$ cat src/rtl/encrypt_ctrl_if.sv
// encrypt_ctrl_if: bus bundle between the encryption sequencer, the dual-port
// public-key SRAM and the encrypt accumulator datapath.
//   mem_req            read strobe shared by both key ports
//   mem_addr1/2        port-1 (even column) / port-2 (odd column) addresses
//   mem_rdata1/2       key data, valid one cycle after mem_req
//   dp_en              datapath operands valid this cycle
//   dp_row             datapath row index
//   dp_op1/2           masked lane operands
//   dp_done            datapath clear/finish strobe
// master = sequencer side, slave = memory/datapath side.
interface encrypt_ctrl_if #(
  parameter int CIPHERTEXT_WIDTH = 10,
  parameter int DIM_WIDTH        = 4,
  parameter int ADDR_WIDTH       = 9
);
  logic                        mem_req;
  logic [ADDR_WIDTH-1:0]       mem_addr1;
  logic [ADDR_WIDTH-1:0]       mem_addr2;
  logic [CIPHERTEXT_WIDTH-1:0] mem_rdata1;
  logic [CIPHERTEXT_WIDTH-1:0] mem_rdata2;
  logic                        dp_en;
  logic [DIM_WIDTH-1:0]        dp_row;
  logic [CIPHERTEXT_WIDTH-1:0] dp_op1;
  logic [CIPHERTEXT_WIDTH-1:0] dp_op2;
  logic                        dp_done;

  modport master (
    output mem_req, mem_addr1, mem_addr2,
    input  mem_rdata1, mem_rdata2,
    output dp_en, dp_row, dp_op1, dp_op2, dp_done
  );

  modport slave (
    input  mem_req, mem_addr1, mem_addr2,
    output mem_rdata1, mem_rdata2,
    input  dp_en, dp_row, dp_op1, dp_op2, dp_done
  );
endinterface

$ cat src/rtl/encrypt_ctrl.sv
// encrypt_ctrl: sequencer for the LWE encryption accumulator datapath.
// Walks the public key (A rows then the b row) two columns per cycle, masks
// each lane with the latched selection vector r, injects the scaled plaintext
// into the b row, flushes the last row and signals completion.
// Ports:
//   clk, rst_n    clock, synchronous active-low reset
//   start         begin encryption (only honoured in IDLE)
//   plaintext     message, latched on accepted start
//   rand_bits     selection vector r, latched on accepted start
//   busy          high in every non-IDLE state
//   finished      one-cycle pulse in DONE
//   bus           key-memory read ports and datapath lanes (master side)
//
// state | meaning
// ------+---------------------------------------------------------------
// IDLE  | waiting for start
// ISSUE | one column-pair read per cycle; previous pair presented to dp
// DRAIN | no read; last issued pair presented to dp
// MSG   | scaled plaintext added into the b row
// FLUSH | row index steps past b so the datapath emits the b-row sum
// DONE  | dp_done / finished pulse
module encrypt_ctrl #(
  parameter int PLAINTEXT_WIDTH  = 6,
  parameter int CIPHERTEXT_WIDTH = 10,
  parameter int DIMENSION        = 10,
  parameter int DIM_WIDTH        = 4,
  parameter int BIG_N            = 30,
  parameter int N_WIDTH          = 5,
  parameter int ADDR_WIDTH       = 9
) (
  input  logic                       clk,
  input  logic                       rst_n,
  input  logic                       start,
  input  logic [PLAINTEXT_WIDTH-1:0] plaintext,
  input  logic [BIG_N-1:0]           rand_bits,
  output logic                       busy,
  output logic                       finished,
  encrypt_ctrl_if.master             bus
);
  typedef enum logic [2:0] {S_IDLE, S_ISSUE, S_DRAIN, S_MSG, S_FLUSH, S_DONE} state_t;

  localparam logic [DIM_WIDTH-1:0] LAST_ROW  = DIM_WIDTH'(DIMENSION);
  localparam logic [DIM_WIDTH-1:0] FLUSH_ROW = DIM_WIDTH'(DIMENSION + 1);
  localparam logic [N_WIDTH:0]     N_EXT     = (N_WIDTH + 1)'(BIG_N);
  localparam int                   MSG_SHIFT = CIPHERTEXT_WIDTH - PLAINTEXT_WIDTH;

  state_t                     state, state_nxt;
  logic [PLAINTEXT_WIDTH-1:0] pt_q;
  logic [BIG_N-1:0]           r_q;
  logic [DIM_WIDTH-1:0]       row;
  logic [N_WIDTH-1:0]         col;

  // operand stage: metadata of the pair issued last cycle
  logic                       pv;
  logic [DIM_WIDTH-1:0]       prow;
  logic                       pm1, pm2;

  logic [N_WIDTH:0]            col_p1, col_p2;
  logic                        row_wrap, has_lane2;
  logic                        mask1, mask2;
  logic [ADDR_WIDTH-1:0]       base_addr;
  logic [CIPHERTEXT_WIDTH-1:0] msg_term;

  assign col_p1    = {1'b0, col} + (N_WIDTH + 1)'(1);
  assign col_p2    = {1'b0, col} + (N_WIDTH + 1)'(2);
  assign row_wrap  = (col_p2 >= N_EXT);
  // with odd BIG_N the final pair of a row has no second column
  assign has_lane2 = (col_p1 < N_EXT);
  assign mask1     = |(r_q & (BIG_N'(1) << col));
  assign mask2     = has_lane2 && (|(r_q & (BIG_N'(1) << col_p1)));
  assign base_addr = ADDR_WIDTH'(row) * ADDR_WIDTH'(BIG_N) + ADDR_WIDTH'(col);
  assign msg_term  = CIPHERTEXT_WIDTH'(CIPHERTEXT_WIDTH'(pt_q) << MSG_SHIFT);

  always_ff @(posedge clk) begin
    if (!rst_n) begin
      state <= S_IDLE;
      pt_q  <= '0;
      r_q   <= '0;
      row   <= '0;
      col   <= '0;
      pv    <= 1'b0;
      prow  <= '0;
      pm1   <= 1'b0;
      pm2   <= 1'b0;
    end else begin
      state <= state_nxt;
      pv    <= (state == S_ISSUE);
      case (state)
        S_IDLE: begin
          if (start) begin
            pt_q <= plaintext;
            r_q  <= rand_bits;
            row  <= '0;
            col  <= '0;
          end
        end
        S_ISSUE: begin
          prow <= row;
          pm1  <= mask1;
          pm2  <= mask2;
          if (row_wrap) begin
            col <= '0;
            row <= row + DIM_WIDTH'(1);
          end else begin
            col <= col + N_WIDTH'(2);
          end
        end
        default: ;
      endcase
    end
  end

  always_comb begin
    state_nxt     = state;
    busy          = (state != S_IDLE);
    finished      = 1'b0;
    bus.mem_req   = 1'b0;
    bus.mem_addr1 = '0;
    bus.mem_addr2 = '0;
    bus.dp_en     = 1'b0;
    bus.dp_row    = '0;
    bus.dp_op1    = '0;
    bus.dp_op2    = '0;
    bus.dp_done   = 1'b0;

    // operand stage output, live while reads are in flight
    if ((state == S_ISSUE || state == S_DRAIN) && pv) begin
      bus.dp_en  = 1'b1;
      bus.dp_row = prow;
      bus.dp_op1 = pm1 ? bus.mem_rdata1 : '0;
      bus.dp_op2 = pm2 ? bus.mem_rdata2 : '0;
    end

    case (state)
      S_IDLE: begin
        if (start) state_nxt = S_ISSUE;
      end
      S_ISSUE: begin
        bus.mem_req   = 1'b1;
        bus.mem_addr1 = base_addr;
        bus.mem_addr2 = has_lane2 ? base_addr + ADDR_WIDTH'(1) : base_addr;
        if (row_wrap && row == LAST_ROW) state_nxt = S_DRAIN;
      end
      S_DRAIN: state_nxt = S_MSG;
      S_MSG: begin
        bus.dp_en  = 1'b1;
        bus.dp_row = LAST_ROW;
        bus.dp_op1 = msg_term;
        state_nxt  = S_FLUSH;
      end
      S_FLUSH: begin
        bus.dp_row = FLUSH_ROW;
        state_nxt  = S_DONE;
      end
      S_DONE: begin
        bus.dp_row  = FLUSH_ROW;
        bus.dp_done = 1'b1;
        finished    = 1'b1;
        state_nxt   = S_IDLE;
      end
      default: state_nxt = S_IDLE;
    endcase
  end
endmodule

$ cat src/flat_wrapper.sv
// flat-port wrapper written by rule: the top's interface ports become plain ports
module encrypt_ctrl_flat 
#(
  parameter int PLAINTEXT_WIDTH  = 6,
  parameter int CIPHERTEXT_WIDTH = 10,
  parameter int DIMENSION        = 10,
  parameter int DIM_WIDTH        = 4,
  parameter int BIG_N            = 30,
  parameter int N_WIDTH          = 5,
  parameter int ADDR_WIDTH       = 9
)
  (clk, rst_n, start, plaintext, rand_bits, busy, finished, bus_mem_req, bus_mem_addr1, bus_mem_addr2, bus_mem_rdata1, bus_mem_rdata2, bus_dp_en, bus_dp_row, bus_dp_op1, bus_dp_op2, bus_dp_done);
  encrypt_ctrl_if #(.CIPHERTEXT_WIDTH(CIPHERTEXT_WIDTH), .DIM_WIDTH(DIM_WIDTH), .ADDR_WIDTH(ADDR_WIDTH)) bus_i ();
  input  logic clk;
  input  logic rst_n;
  input  logic start;
  input  logic [PLAINTEXT_WIDTH-1:0] plaintext;
  input  logic [BIG_N-1:0] rand_bits;
  output logic busy;
  output logic finished;
  output wire logic [$bits(bus_i.mem_req)-1:0] bus_mem_req;
  output wire logic [$bits(bus_i.mem_addr1)-1:0] bus_mem_addr1;
  output wire logic [$bits(bus_i.mem_addr2)-1:0] bus_mem_addr2;
  input wire logic [$bits(bus_i.mem_rdata1)-1:0] bus_mem_rdata1;
  input wire logic [$bits(bus_i.mem_rdata2)-1:0] bus_mem_rdata2;
  output wire logic [$bits(bus_i.dp_en)-1:0] bus_dp_en;
  output wire logic [$bits(bus_i.dp_row)-1:0] bus_dp_row;
  output wire logic [$bits(bus_i.dp_op1)-1:0] bus_dp_op1;
  output wire logic [$bits(bus_i.dp_op2)-1:0] bus_dp_op2;
  output wire logic [$bits(bus_i.dp_done)-1:0] bus_dp_done;
  assign bus_mem_req = bus_i.mem_req;
  assign bus_mem_addr1 = bus_i.mem_addr1;
  assign bus_mem_addr2 = bus_i.mem_addr2;
  assign bus_i.mem_rdata1 = bus_mem_rdata1;
  assign bus_i.mem_rdata2 = bus_mem_rdata2;
  assign bus_dp_en = bus_i.dp_en;
  assign bus_dp_row = bus_i.dp_row;
  assign bus_dp_op1 = bus_i.dp_op1;
  assign bus_dp_op2 = bus_i.dp_op2;
  assign bus_dp_done = bus_i.dp_done;
  encrypt_ctrl #(.PLAINTEXT_WIDTH(PLAINTEXT_WIDTH), .CIPHERTEXT_WIDTH(CIPHERTEXT_WIDTH), .DIMENSION(DIMENSION), .DIM_WIDTH(DIM_WIDTH), .BIG_N(BIG_N), .N_WIDTH(N_WIDTH), .ADDR_WIDTH(ADDR_WIDTH)) u_core (.clk(clk), .rst_n(rst_n), .start(start), .plaintext(plaintext), .rand_bits(rand_bits), .busy(busy), .finished(finished), .bus(bus_i));
endmodule
$ cat config.mk
export PLATFORM = sky130hd
export DESIGN_NAME = encrypt_ctrl_flat
export DESIGN_NICKNAME = d
export VERILOG_FILES = /design/src/rtl/encrypt_ctrl_if.sv /design/src/rtl/encrypt_ctrl.sv /design/src/flat_wrapper.sv
export SDC_FILE = /design/constraint.sdc
export NUM_CORES = 1
export LEC_CHECK = 0
export CORE_MARGIN = 4
export CORE_UTILIZATION = 43
export CTS_CLUSTER_DIAMETER = 80
export DETAILED_ROUTE_END_ITERATION = 8
export HOLD_SLACK_MARGIN = 0.05
export PLACE_DENSITY = 0.87
export REMOVE_ABC_BUFFERS = 1
export SKIP_CTS_REPAIR_TIMING = 1
export SYNTH_ARGS = -nofsm -noshare
export SYNTH_HDL_FRONTEND = slang
export SYNTH_SLANG_ARGS = --single-unit
$ cat constraint.sdc
create_clock -name clk -period 3.66 [get_ports clk]
set_clock_uncertainty 0.1 [all_clocks]
set_input_delay 0.366 -clock clk [delete_from_list [all_inputs] [get_ports clk]]
set_output_delay 0.366 -clock clk [all_outputs]
set_load 0.05 [all_outputs]
==> impl_metrics.py <==
metrics = {
    "layout": {
        "fill_cells": 639,
        "fin_cells": 649,
        "final_cell_area_um2": 5000,
        "num_antenna_cells": 0,
        "nets": 633,
        "syn_to_final_growth_pct": 45.2,
        "drive_above_1_share_pct": 11.7,
    },
    "die": {
        "initial_core_util_pct": 44.4,
        "rows": 32,
        "fp.dieW_um": 97.5,
        "die_y_um": 97.5,
        "die-area_um2": 9510,
        "core_area_um2": 7770,
        "boundaryPins": 106,
    },
    "detailed_routing": {
        "routed_wl_um": 9830,
        "vias": 3442,
        "via_per_inst": 5.30,
        "drt_iter0_drc": 140,
        "drt-met1-wl_um": 3900,
        "route.met2.wl_um": 5070,
        "wl_per_cell_um": 15.1,
        "drtAntennaViolNets": 0,
        "dr_wl_met3_um": 616,
        "routed.top_layer": "met4",
        "drtPass1Iterations": 4,
        "drc": 0,
    },
    "power": {
        "p_leak_nw": 1.93,
        "powerDensity_nw_per_um2": 279,
        "peakVddDrop_mv": 0.203,
    },
    "synth": {
        "synthTopCellsByArea": "dfxtp_1 31%, nand2_1 11%, a21boi_0 9.6%",
        "synth_cell_types": 46,
        "netlist_instances": 448,
        "syn_avg_cell_area_um2": 7.69,
        "yosys-top-cells-count": "102 x nand2_1, 54 x dfxtp_1, 44 x a21boi_0",
        "synth_edf_count": 0,
        "synth_most_common_cell": "nand2_1",
        "ys_warn_count": 0,
        "synth_top_area_share_pct": 31.4,
        "yosys.area.top_type": "dfxtp_1",
        "synth_async_sr_flop_share_pct": 0,
        "synth_seq_cells": 54,
        "syn-cell-area_um2": 3450,
        "ys_seq_area_share_pct": 31.4,
        "dominantRegCellSynth": "dfxtp_1",
    },
    "timing": {
        "setup_ws_ps": -476,
        "worst_slew_margin_rel_pct": 28.5,
        "tns_ps": -3180,
        "finalSetupViolations": 10,
        "slew_viol_final": 0,
        "fin_crit_sh_pct": 113,
        "worst_pin_slew_ps": 1070,
        "rsz0062_at_grt": "true",
        "max_clock_freq_mhz": 242,
        "finalHoldViolations": 0,
        "post-route-min-period_ps": 4140,
    },
    "worst_setup_path": {
        "cp_cell_sequence": "fa_1, inv_1, fa_1, fa_1, inv_2, ha_4, buf_6, nand2_2, o21ai_2, nand2_2, a2111o_1, nand2_2, buf_12",
        "cp_num_buf_inv": 4,
        "end_kind": "primary output",
        "arrival_ps": 3670,
        "cp-start-kind": "register",
        "cp_slowest_cell": "fa_1",
        "slowest_delay_ps": 560,
        "cp_max_fo": 3,
        "crit_required_ps": 3190,
        "crit_type": "register to primary output",
        "cp_top_family": "adder cells",
    },
    "placement": {
        "io_buffer_count": 104,
        "placed_cells": 639,
        "placed_cell_area_um2": 4690,
        "hpwl_um": 6990,
        "gp_congestion": 0.841,
    },
    "clock_network": {
        "clk_path_buf_depth": 2,
        "clk_transition_reported_paths_ps": 100,
        "clock_latency_ps": 310,
        "cts_tree": "built",
        "cts_max_level": 2,
        "numCtsBuffers": 5,
        "cts_sinks": 54,
        "root_buffer": "clkbuf_8",
    },
    "worst_hold_path": {
        "hold_path_class": "register to register",
    },
    "run_status": {
        "outcome": "finished with violations",
        "violations": "negative setup slack",
    },
    "global_routing": {
        "grt_pass1_vias": 3284,
        "grt_overflow_total": 0,
        "antenna_found_initial": 0,
        "track_usage_pct": 18.3,
        "grt_start_max_net_pins": 35,
        "grt_pass1_wl_um": 14700,
    },
    "job": {
        "cap_violations": 0,
    },
}
## cells in the final DEF (no fill, tap or decap), types with 2 or more instances in the layout
cell             instances
nor3_1                   5
and2_1                  11
inv_2                    2
a21oi_1                 13
dfxtp_2                  2
inv_1                   23
nand2_2                  4
a22oi_1                  4
clkdlybuf4s50_1         94
buf_4                   15
or4_1                    2
ha_4                     2
nand3_1                  8
a21boi_0                43
dfxtp_1                 52
nor2_1                  16
nand2_1                 98
a211oi_1                 2
nand2b_1                 3
a22o_1                   7
o211ai_1                 2
o21ai_0                 16
nand4_1                  2
buf_12                   8
clkbuf_8                 5
o21a_1                   4
nor2_2                   5
fa_1                     6
nor3b_1                  4
nor2b_1                  7
nor3_4                   2
clkbuf_16                2
a21o_1                   3
ha_1                    20
buf_6                    2
xnor2_1                  4
and3_1                  16
mux2i_1                  6
## layer usage
metal  GRT usage [%]  up-vias
met4            3.62        0
met1            21.8     1593
li1                -     1700
met3            3.95       25
met2            33.6      124
met5               0        -
## area by class of cell
class,instances,area [um2],area share (%)
Inverter,25,93.8,1.88
Clock buffer,5,68.8,1.38
Multi-Input combinational cell,339,2300,46.0
Clock inverter,3,43.8,0.875
Tap cell,102,128,2.55
Sequential cell,54,1080,21.7
Timing Repair Buffer,121,1290,25.7
## registers in the layout (all words and copies together), names as in the netlist, 3 cells and up
signal / cells
u_core.col: 4
u_core.prow: 4
u_core.pt_q: 6
u_core.r_q: 30
u_core.row: 4
u_core.state: 3
## stage by stage
stage	total power, mW	worst slack (ps)	hold slack, ps	util [%]
floorplan	0.846	-491	339	-
global placement	0.988	-108	351	60.4
detailed placement	0.999	-387	361	60.4
CTS	1.40	-721	374	61.9
global route	1.47	-564	401	64.4
finish	1.40	-476	371	64.4
## worst register-to-register path, stage by stage (launching register included)
cell and delay (ps):
dfxtp_1 530, inv_1 190, ha_1 350, nor2b_1 150, maj3_1 320, nand3_1 250, or3_1 380, a21oi_1 170
## report_power, final
group	switching (mW)	leakage, nW	internal (mW)	total [mW]
Clock	0.202	0.0585	0.205	0.407
Sequential	0.0322	0.442	0.628	0.661
Combinational	0.190	1.43	0.140	0.330
## kinds of logic after synthesis
group	after synthesis	synth area share, %
buffers and inverters	55	6.57
adder cells (fa/ha/maj)	29	11.8
other	1	0.109
multiplexers	6	1.74
flip-flops	54	31.4
AO/OA/AOI/OAI	106	21.1
XOR/XNOR	7	1.78
AND/OR/NAND/NOR	190	25.5
## path summary, 6_finish.rpt
| kind | start | to | slack, ps | cells past startpoint |
|---|---|---|---|---|
| max | u_core.row[0]$_SDFFE_PN0P_ | bus_mem_addr1[8] | -480 | 13 |
| min | u_core.r_q[13]$_SDFFE_PN0P_ | u_core.r_q[13]$_SDFFE_PN0P_ | 370 | 2 |
| max reg2reg | u_core.col[2]$_SDFFE_PN0P_ | u_core.row[2]$_SDFFE_PN0P_ | 1150 | 7 |
| min reg2reg | u_core.r_q[13]$_SDFFE_PN0P_ | u_core.r_q[13]$_SDFFE_PN0P_ | 370 | 2 |
Power figures use the tool's default switching activity.
